===== src/rtl/uart2ahb_pkg.sv =====
// uart2ahb shared types and constants.
// Receiver FSM state encoding and default frame geometry.
package uart2ahb_pkg;

  localparam int UART_OVS    = 16;
  localparam int UART_DATA_W = 8;

  typedef enum logic [2:0] {
    IDLE,
    START,
    DATA,
    PARITY,
    STOP
  } uart_rx_state_e;

endpackage


===== src/rtl/uart_rx_sync.sv =====
// Serial line 2-flop synchronizer and falling-edge detector.
// Flops reset to 1 so an idle line never looks like a start edge.
module uart_rx_sync (
  input  logic clk,
  input  logic rst,
  input  logic ser_in,
  output logic rxd,
  output logic fall
);

  logic s1_q;
  logic s2_q;
  logic prev_q;

  always_ff @(posedge clk or posedge rst) begin
    if (rst) begin
      s1_q   <= 1'b1;
      s2_q   <= 1'b1;
      prev_q <= 1'b1;
    end else begin
      s1_q   <= ser_in;
      s2_q   <= s1_q;
      prev_q <= s2_q;
    end
  end

  assign rxd  = s2_q;
  assign fall = prev_q & ~s2_q;

endmodule


===== src/rtl/uart_rx.sv =====
// 16x-oversampling UART receiver, 8N1 (8E1 with UART_RX_PARITY_EN).
// Majority-voted bits, valid/ready output with framing/parity/overrun.
module uart_rx
  import uart2ahb_pkg::*;
#(
  parameter int DATA_W = UART_DATA_W,
  parameter int OVS    = UART_OVS
) (
  input  logic              clk,
  input  logic              rst,
  input  logic              ser_in,
  input  logic              baud_tick,
  output logic [DATA_W-1:0] rx_data,
  output logic              rx_valid,
  input  logic              rx_ready,
  output logic              frame_err,
  output logic              par_err,
  output logic              overrun,
  output logic              busy
);

  localparam int OSW = $clog2(OVS);
  localparam int BCW = (DATA_W > 1) ? $clog2(DATA_W) : 1;

  localparam logic [OSW-1:0] S0   = OSW'(OVS/2 - 1);
  localparam logic [OSW-1:0] S1   = OSW'(OVS/2);
  localparam logic [OSW-1:0] S2   = OSW'(OVS/2 + 1);
  localparam logic [BCW-1:0] LAST = BCW'(DATA_W - 1);

  logic rxd;
  logic fall;

  uart_rx_sync u_sync (
    .clk    (clk),
    .rst    (rst),
    .ser_in (ser_in),
    .rxd    (rxd),
    .fall   (fall)
  );

  uart_rx_state_e    state_q;
  logic [OSW-1:0]    os_cnt_q;
  logic [BCW-1:0]    bit_cnt_q;
  logic [DATA_W-1:0] shreg_q;
  logic              samp0_q;
  logic              samp1_q;
  logic [DATA_W-1:0] rx_data_q;
  logic              rx_valid_q;
  logic              frame_err_q;
  logic              overrun_q;
  logic              busy_q;

  logic [OSW-1:0]    os_d;
  logic              vote_d;
  logic              wrap_d;
  logic              decide_d;
  logic              perr_d;

  // Counter value this tick advances to; votes key off it so the
  // decision lands OVS/2+1 ticks into each bit.
  assign os_d     = os_cnt_q + 1'b1;
  assign vote_d   = (samp0_q & samp1_q) | (samp0_q & rxd) | (samp1_q & rxd);
  assign wrap_d   = baud_tick && (os_d == '0);
  assign decide_d = baud_tick && (os_d == S2);

`ifdef UART_RX_PARITY_EN
  logic par_bit_q;
  logic par_err_q;
  assign perr_d  = (^shreg_q) ^ par_bit_q;
  assign par_err = par_err_q;
`else
  assign perr_d  = 1'b0;
  assign par_err = 1'b0;
`endif

  always_ff @(posedge clk or posedge rst) begin
    if (rst) begin
      state_q     <= IDLE;
      os_cnt_q    <= '0;
      bit_cnt_q   <= '0;
      shreg_q     <= '0;
      samp0_q     <= 1'b1;
      samp1_q     <= 1'b1;
      rx_data_q   <= '0;
      rx_valid_q  <= 1'b0;
      frame_err_q <= 1'b0;
      overrun_q   <= 1'b0;
      busy_q      <= 1'b0;
`ifdef UART_RX_PARITY_EN
      par_bit_q   <= 1'b0;
      par_err_q   <= 1'b0;
`endif
    end else begin
      if (rx_valid_q && rx_ready) begin
        rx_valid_q <= 1'b0;
        overrun_q  <= 1'b0;
      end
      if (baud_tick && state_q != IDLE) begin
        os_cnt_q <= os_d;
        if (os_d == S0) samp0_q <= rxd;
        if (os_d == S1) samp1_q <= rxd;
      end
      unique case (state_q)
        IDLE: begin
          if (fall) begin
            state_q  <= START;
            os_cnt_q <= '0;
            busy_q   <= 1'b1;
          end
        end
        START: begin
          if (decide_d && vote_d) begin
            state_q  <= IDLE;
            os_cnt_q <= '0;
            busy_q   <= 1'b0;
          end else if (wrap_d) begin
            state_q <= DATA;
          end
        end
        DATA: begin
          if (decide_d) shreg_q <= {vote_d, shreg_q[DATA_W-1:1]};
          if (wrap_d) begin
            if (bit_cnt_q == LAST) begin
              bit_cnt_q <= '0;
`ifdef UART_RX_PARITY_EN
              state_q   <= PARITY;
`else
              state_q   <= STOP;
`endif
            end else begin
              bit_cnt_q <= bit_cnt_q + 1'b1;
            end
          end
        end
`ifdef UART_RX_PARITY_EN
        PARITY: begin
          if (decide_d) par_bit_q <= vote_d;
          if (wrap_d) state_q <= STOP;
        end
`endif
        // Leave at the vote so a back-to-back start edge is not missed.
        STOP: begin
          if (decide_d) begin
            state_q  <= IDLE;
            os_cnt_q <= '0;
            busy_q   <= 1'b0;
            if (!rx_valid_q || rx_ready) begin
              rx_data_q   <= shreg_q;
              frame_err_q <= ~vote_d;
              rx_valid_q  <= 1'b1;
`ifdef UART_RX_PARITY_EN
              par_err_q   <= perr_d;
`endif
            end else begin
              overrun_q <= 1'b1;
            end
          end
        end
        default: state_q <= IDLE;
      endcase
    end
  end

  assign rx_data   = rx_data_q;
  assign rx_valid  = rx_valid_q;
  assign frame_err = frame_err_q;
  assign overrun   = overrun_q;
  assign busy      = busy_q;

  logic unused_perr;
  assign unused_perr = perr_d;

endmodule


===== config.mk =====
export PLATFORM = sky130hd
export DESIGN_NAME = uart_rx
export DESIGN_NICKNAME = d
export VERILOG_FILES = /design/src/rtl/uart2ahb_pkg.sv /design/src/rtl/uart_rx_sync.sv /design/src/rtl/uart_rx.sv
export SDC_FILE = /design/constraint.sdc
export NUM_CORES = 1
export LEC_CHECK = 0
export BUFFER_PORTS_ARGS = -buffer_cell sky130_fd_sc_hd__clkbuf_2
export CAP_MARGIN = 20
export CORE_MARGIN = 1.5
export CORE_UTILIZATION = 57
export DETAILED_ROUTE_END_ITERATION = 12
export HOLD_SLACK_MARGIN = 0.15
export MAX_ROUTING_LAYER = met4
export PLACE_DENSITY = 0.77
export SLEW_MARGIN = 0
export SYNTH_ARGS = -nofsm -noshare
export SYNTH_HDL_FRONTEND = slang
export SYNTH_SLANG_ARGS = --single-unit

===== constraint.sdc =====
create_clock -name clk -period 2.92 [get_ports clk]
set_input_delay 0.292 -clock clk [delete_from_list [all_inputs] [get_ports clk]]
set_output_delay 0.292 -clock clk [all_outputs]
set_load 0.02 [all_outputs]

==> reports/results.txt, run 1 <==
status: finished, final reports clean
Seq/Total Area, Yosys: 0.541
ant diodes: 0
Final Skew: 0.0159 ns
nets: 165
Critical Path RT: 3.14 ns
DR iter-0 viols: 32
global-route wire length before repair: 4880 um
Reg clk slew, reported paths: 0.11 ns
ys async rst share: 1.00
Die ar.: 3190 sq um
std cell rows: 19
CTS H-tree lvls: 2
RSZ-0062 raised after global routing: no
Post-Syn Nets: 142
Area contributors post-synth: dfrtp_1 (46%), mux2_2 (15%), dfstp_2 (8.1%)
Critical path destination: rx_data[5]
Root Driver: clkbuf_4
Tot GR Track Use: 0.208
cell with the most instances after synthesis: dfrtp_1
critical-path cell list: ha_1 > xnor2_1 > nand3_2 > a2111oi_4 > mux2_2
clock power share: 0.202
maximum vdd drop: 0.000559 V
drc violations: 0
share of layout cells above drive strength 1: 0.342
DR vias: 1,077
Yosys warning total: 0
critical path's largest stage delay: 0.69 ns
reg2reg start: os_cnt_q[1]
Cell Int Power: 0.781 mW
Post-Synthesis Cells: 131
top post-synthesis cells by count: dfrtp_1 (30), mux2_2 (21), nor2_1 (10)
Area Overhead vs Synth: 11.1%
startpoint types: register
Tcrit/Tclk final: 0.817
Chip Height: 56.5 um
CP Class: reg -> reg
initial antenna violation count: 0
Syn Area/Cell: 12.4 sq um
Min Clock Period, post-route: 2.39 ns
r2r endpoint: rx_data[5]
final setup fails: 0
clk sinks: 35
dominant cell type by area after synthesis: dfrtp_1
Critical-path top delay cell: a2111oi_4
Worst path depth: 5
Cell variety after synth: 37
port bufs: 16
Tightest Pin Transition: 1.06 ns
Hold Violations, Final: 0
Slew headroom: 0.293
Max Cap Viol: 0
CP max FO: 9
Worst setup startpoint: os_cnt_q[1]
Starting Density: 0.596
Critical Path AT: 2.60 ns
post-synth top area share: 0.461
Worst R2R Path Depth: 5
cell area after synthesis: 1630 sq um
sequential power share: 0.506
grt ovf: 0
CP Capture Type: register
setup TNS: 0 ns
Post-DRT Antenna Nets: 0
worst-skew pair later-pin latency: 0.34 ns
FF+latch count, synth: 35
Core Region: 2730 sq um
I/O pins: 18
routed len/inst: 15.3 um
R2R Setup Slk: 0.53 ns
post-CTS sizing: 0
Vias/cell: 5.79
switch share: 0.360
CTS Buffer Depth: 2
largest net degree at the start of global routing: 22
Max Clk Rate: 0.419 GHz
Post-synth top flop: dfrtp_1
GPL Wtd Cong: 0.837
routed wire length: 2840 um
total CTS buffers: 5
chip width: 56.5 um
HPWL Detailed: 1990 um
Pre-antenna DRT Iters: 4
P_leak: 0.874 nW
CTS tree: done
P_sw: 0.439 mW
worst hold margin: 0.264 ns
min-delay worst type: in -> reg
worst path buffer plus inverter count: 0
Comb pwr share: 0.291
Post-synth EDFFs: 0
vias in the first global route: 1,093
max-slew violation count: 0
top cell family by delay on the critical path: compound AO/OA/AOI/OAI gates
Pwr per Cell Area: 674 nW/um^2
## per-stage QoR
step                      setup WS, ns   util  std cells  cell area, sq um  power [mW]
final                            0.535  0.662        186              1810        1.22
after global routing             0.400  0.662        186              1810        1.31
after CTS                        0.542  0.662        186              1810        1.23
after detailed placement         0.561  0.632        175              1730       0.974
after global placement           0.639  0.632        175              1730       0.951
after floorplan                  0.811      -        131              1630       0.895
## metal layers
metal,GRT usage,routed length (um),up-vias
li1,-,-,506
met1,0.263,1180,521
met2,0.314,1410,44
met3,0.0714,210,6
met4,0.0748,38,0
met5,-,0,-
## cell type report
class | instances | area [sq um]
fill | 212 | 925
timing repair buffer | 20 | 118
sequential | 35 | 882
multi-input combinational | 83 | 687
clock buffer | 7 | 45.0
tap | 31 | 38.8
clock inverter | 1 | 5.00
inverter | 9 | 33.8
## logic make-up (layout without fill, tap and decap cells)
group                      count (synthesis)  after routing  synth area share
DFF                                       35             35             0.541
and+or+nand+nor                           31             31             0.103
muxes                                     23             23             0.157
AOI/OAI and AO/OA                         18             18            0.0914
buffers and inverters                     13             37            0.0369
adders and majority gates                  6              6            0.0461
xor gates and xnor gates                   4              4            0.0215
other                                      1              1           0.00230
## power groups by stage
stage	logic [mW]	clock network, mW	registers (mW)
after floorplan	0.287	0	0.608
after global placement	0.332	0	0.620
after detailed placement	0.348	0	0.627
after CTS	0.354	0.256	0.617
after global routing	0.399	0.278	0.629
final	0.355	0.247	0.618
## how the worst min path moves through the flow
stage                 from     endpoint  cells past startpoint
2_1_floorplan       ser_in  u_sync.s1_q                      0
3_3_place_gp   u_sync.s1_q   u_sync.rxd                      0
3_5_place_dp   u_sync.s1_q   u_sync.rxd                      0
4_1_cts          baud_tick   state_q[1]                      3
5_1_grt          baud_tick   state_q[1]                      3
6_report         baud_tick   state_q[1]                      3
## worst register-to-register path, stage by stage, from the launching register on
cell	delay, ns
dfrtp_1	0.45
ha_1	0.23
xnor2_1	0.27
nand3_2	0.22
a2111oi_4	0.69
mux2_2	0.41
## sequential cells by signal (all words and copies together) (netlist names), 3 cells and up
name	cells
bit_cnt_q	3
os_cnt_q	4
rx_data	8
shreg_q	8
state_q	3
## repair_timing
item,4_1_cts,5_1_grt
hold buffers,3,0
endpoints found under the hold margin,22,0
buffers inserted,0,0
## placed cells by master, fill, tap and decap left out, types with 2 or more instances in the layout
cell type	n
o41ai_1	2
xnor2_1	3
o31ai_1	2
nor3b_1	2
ha_1	6
dlygate4sd3_1	3
clkbuf_1	2
mux2i_1	2
o21ai_0	2
nand2_1	5
dfstp_2	5
nor2_1	10
nor2b_1	2
clkbuf_2	16
inv_1	9
a21oi_1	4
o22ai_1	2
dfrtp_1	30
mux2_2	21
nand3_1	3
clkbuf_4	5
Note: power is estimated with default switching activity, not from simulation.
==> run 2: changes to the inputs <==
CORE_UTILIZATION = 51   (was 57)
PLACE_DENSITY = 0.73   (was 0.77)
clock period = 2 ns   (was 2.92 ns; I/O delays follow)
==> reports/results.txt, run 2 (same netlist as run 1, synthesis figures left out) <==
max-slew violation count: 0
Root Driver: clkbuf_4
Comb pwr share: 0.340
P_sw: 0.723 mW
largest net degree at the start of global routing: 36
Starting Density: 0.534
CTS H-tree lvls: 2
Critical Path AT: 2.18 ns
Pre-antenna DRT Iters: 4
worst hold margin: 0.188 ns
Max Cap Viol: 0
Core Region: 3050 sq um
port bufs: 16
setup TNS: 0 ns
routed wire length: 2970 um
I/O pins: 18
most frequent cells in the layout: dfrtp_1 (28), mux2_2 (21), clkbuf_2 (16)
startpoint types: register
clock power share: 0.235
DR iter-0 viols: 28
Reg clk slew, reported paths: 0.11 ns
DR vias: 1,099
P_leak: 0.953 nW
Worst R2R Path Depth: 6
Vias/cell: 5.21
Cell Int Power: 1.42 mW
clk sinks: 35
Tcrit/Tclk final: 0.977
Min Clock Period, post-route: 1.95 ns
CP Class: reg -> reg
Final Skew: 0.00427 ns
total CTS buffers: 5
CP Capture Type: register
initial antenna violation count: 0
CP max FO: 4
final instance area: 1990 sq um
CTS Buffer Depth: 2
Die ar.: 3540 sq um
nets: 177
share of layout cells above drive strength 1: 0.431
Area Overhead vs Synth: 22.3%
sequential power share: 0.425
std cell rows: 20
post-place instance area: 1800 sq um
vias in the first global route: 997
switch share: 0.337
Hold Violations, Final: 0
worst-skew pair later-pin latency: 0.33 ns
Chip Height: 59.5 um
final setup fails: 0
routed len/inst: 14.1 um
Worst Hold Path Cells: 3
Post-DRT Antenna Nets: 0
HPWL Detailed: 1990 um
min-delay worst type: in -> reg
CTS tree: done
chip width: 59.5 um
global-route wire length before repair: 4730 um
Pwr per Cell Area: 1080 nW/um^2
total power: 2.15 mW
Tot GR Track Use: 0.184
ant diodes: 0
DP Cell Count: 194
Critical Path RT: 2.23 ns
most common cell after layout, fill and taps aside: dfrtp_1
status: finished, final reports clean
fin cells: 211
GPL Wtd Cong: 0.890
grt ovf: 0
Max Clk Rate: 0.512 GHz
maximum vdd drop: 0.000828 V
drc violations: 0
==> run 2: cell count changes in the layout (fill, tap and decap cells not counted), moves of 2 or more <==
cell	previous run	this run
dfrtp_2	0	2
clkbuf_1	2	0
dfrtp_1	30	28
buf_4	1	12
==> run 2: repair_timing <==
item / 4_1_cts / 5_1_grt
hold buffers: 3 / 0
endpoints found under the setup margin: 0 / 15
buffers inserted: 0 / 5
hold endpoints to repair: 32 / 0
gates resized for setup: 0 / 8
==> run 2: layer usage <==
metal	vias up	GRT usage	share of wire
met5	-	-	0
met4	0	0.0571	0.0027
met3	2	0.0459	0.026
met2	17	0.262	0.48
met1	545	0.261	0.50
li1	535	-	-
==> run 2: layout make-up <==
cell class                      instances  area (sq um)
Fill cell                             251          1060
Sequential cell                        35           885
Multi-Input combinational cell         83           726
Timing Repair Buffer                   32           211
Tap cell                               44          55.1
Clock inverter                          3          43.8
Clock buffer                            5          37.5
Inverter                                9          33.8
==> run 2: stage by stage <==
step | utilization | worst slack [ns]
after global placement | 0.589 | 0.124
after detailed placement | 0.589 | 0.0490
after CTS | 0.625 | 0.0307
after global routing | 0.652 | -0.0344
after floorplan | - | 0.0112
final | 0.652 | 0.0461
==> run 2: worst paths after layout <==
path | start | to | slack (ns)
min reg2reg | u_sync.s1_q | u_sync.rxd | 0.36
max reg2reg | os_cnt_q[0] | rx_data[6] | 0.05
min | baud_tick | state_q[1] | 0.19
min in group asynchronous | rst | rx_data[5] | 0.51
max in group asynchronous | rst | u_sync.rxd | 1.16
max | os_cnt_q[0] | rx_data[6] | 0.05
==> run 2: power groups by stage <==
| stage | combinational, mW | clock (mW) | sequential (mW) |
|---|---|---|---|
| floorplan | 0.434 | 0 | 0.891 |
| global placement | 0.564 | 0 | 0.893 |
| detailed placement | 0.580 | 0 | 0.904 |
| CTS | 0.588 | 0.519 | 0.890 |
| global route | 0.801 | 0.540 | 0.921 |
| finish | 0.730 | 0.505 | 0.911 |
==> run 2: worst max-delay path, stage by stage, from the launching register on <==
cell	delay, ns
dfrtp_1	0.46
ha_4	0.21
xnor2_4	0.16
nand3_2	0.14
a2111oi_4	0.35
buf_4	0.20
mux2_2	0.33
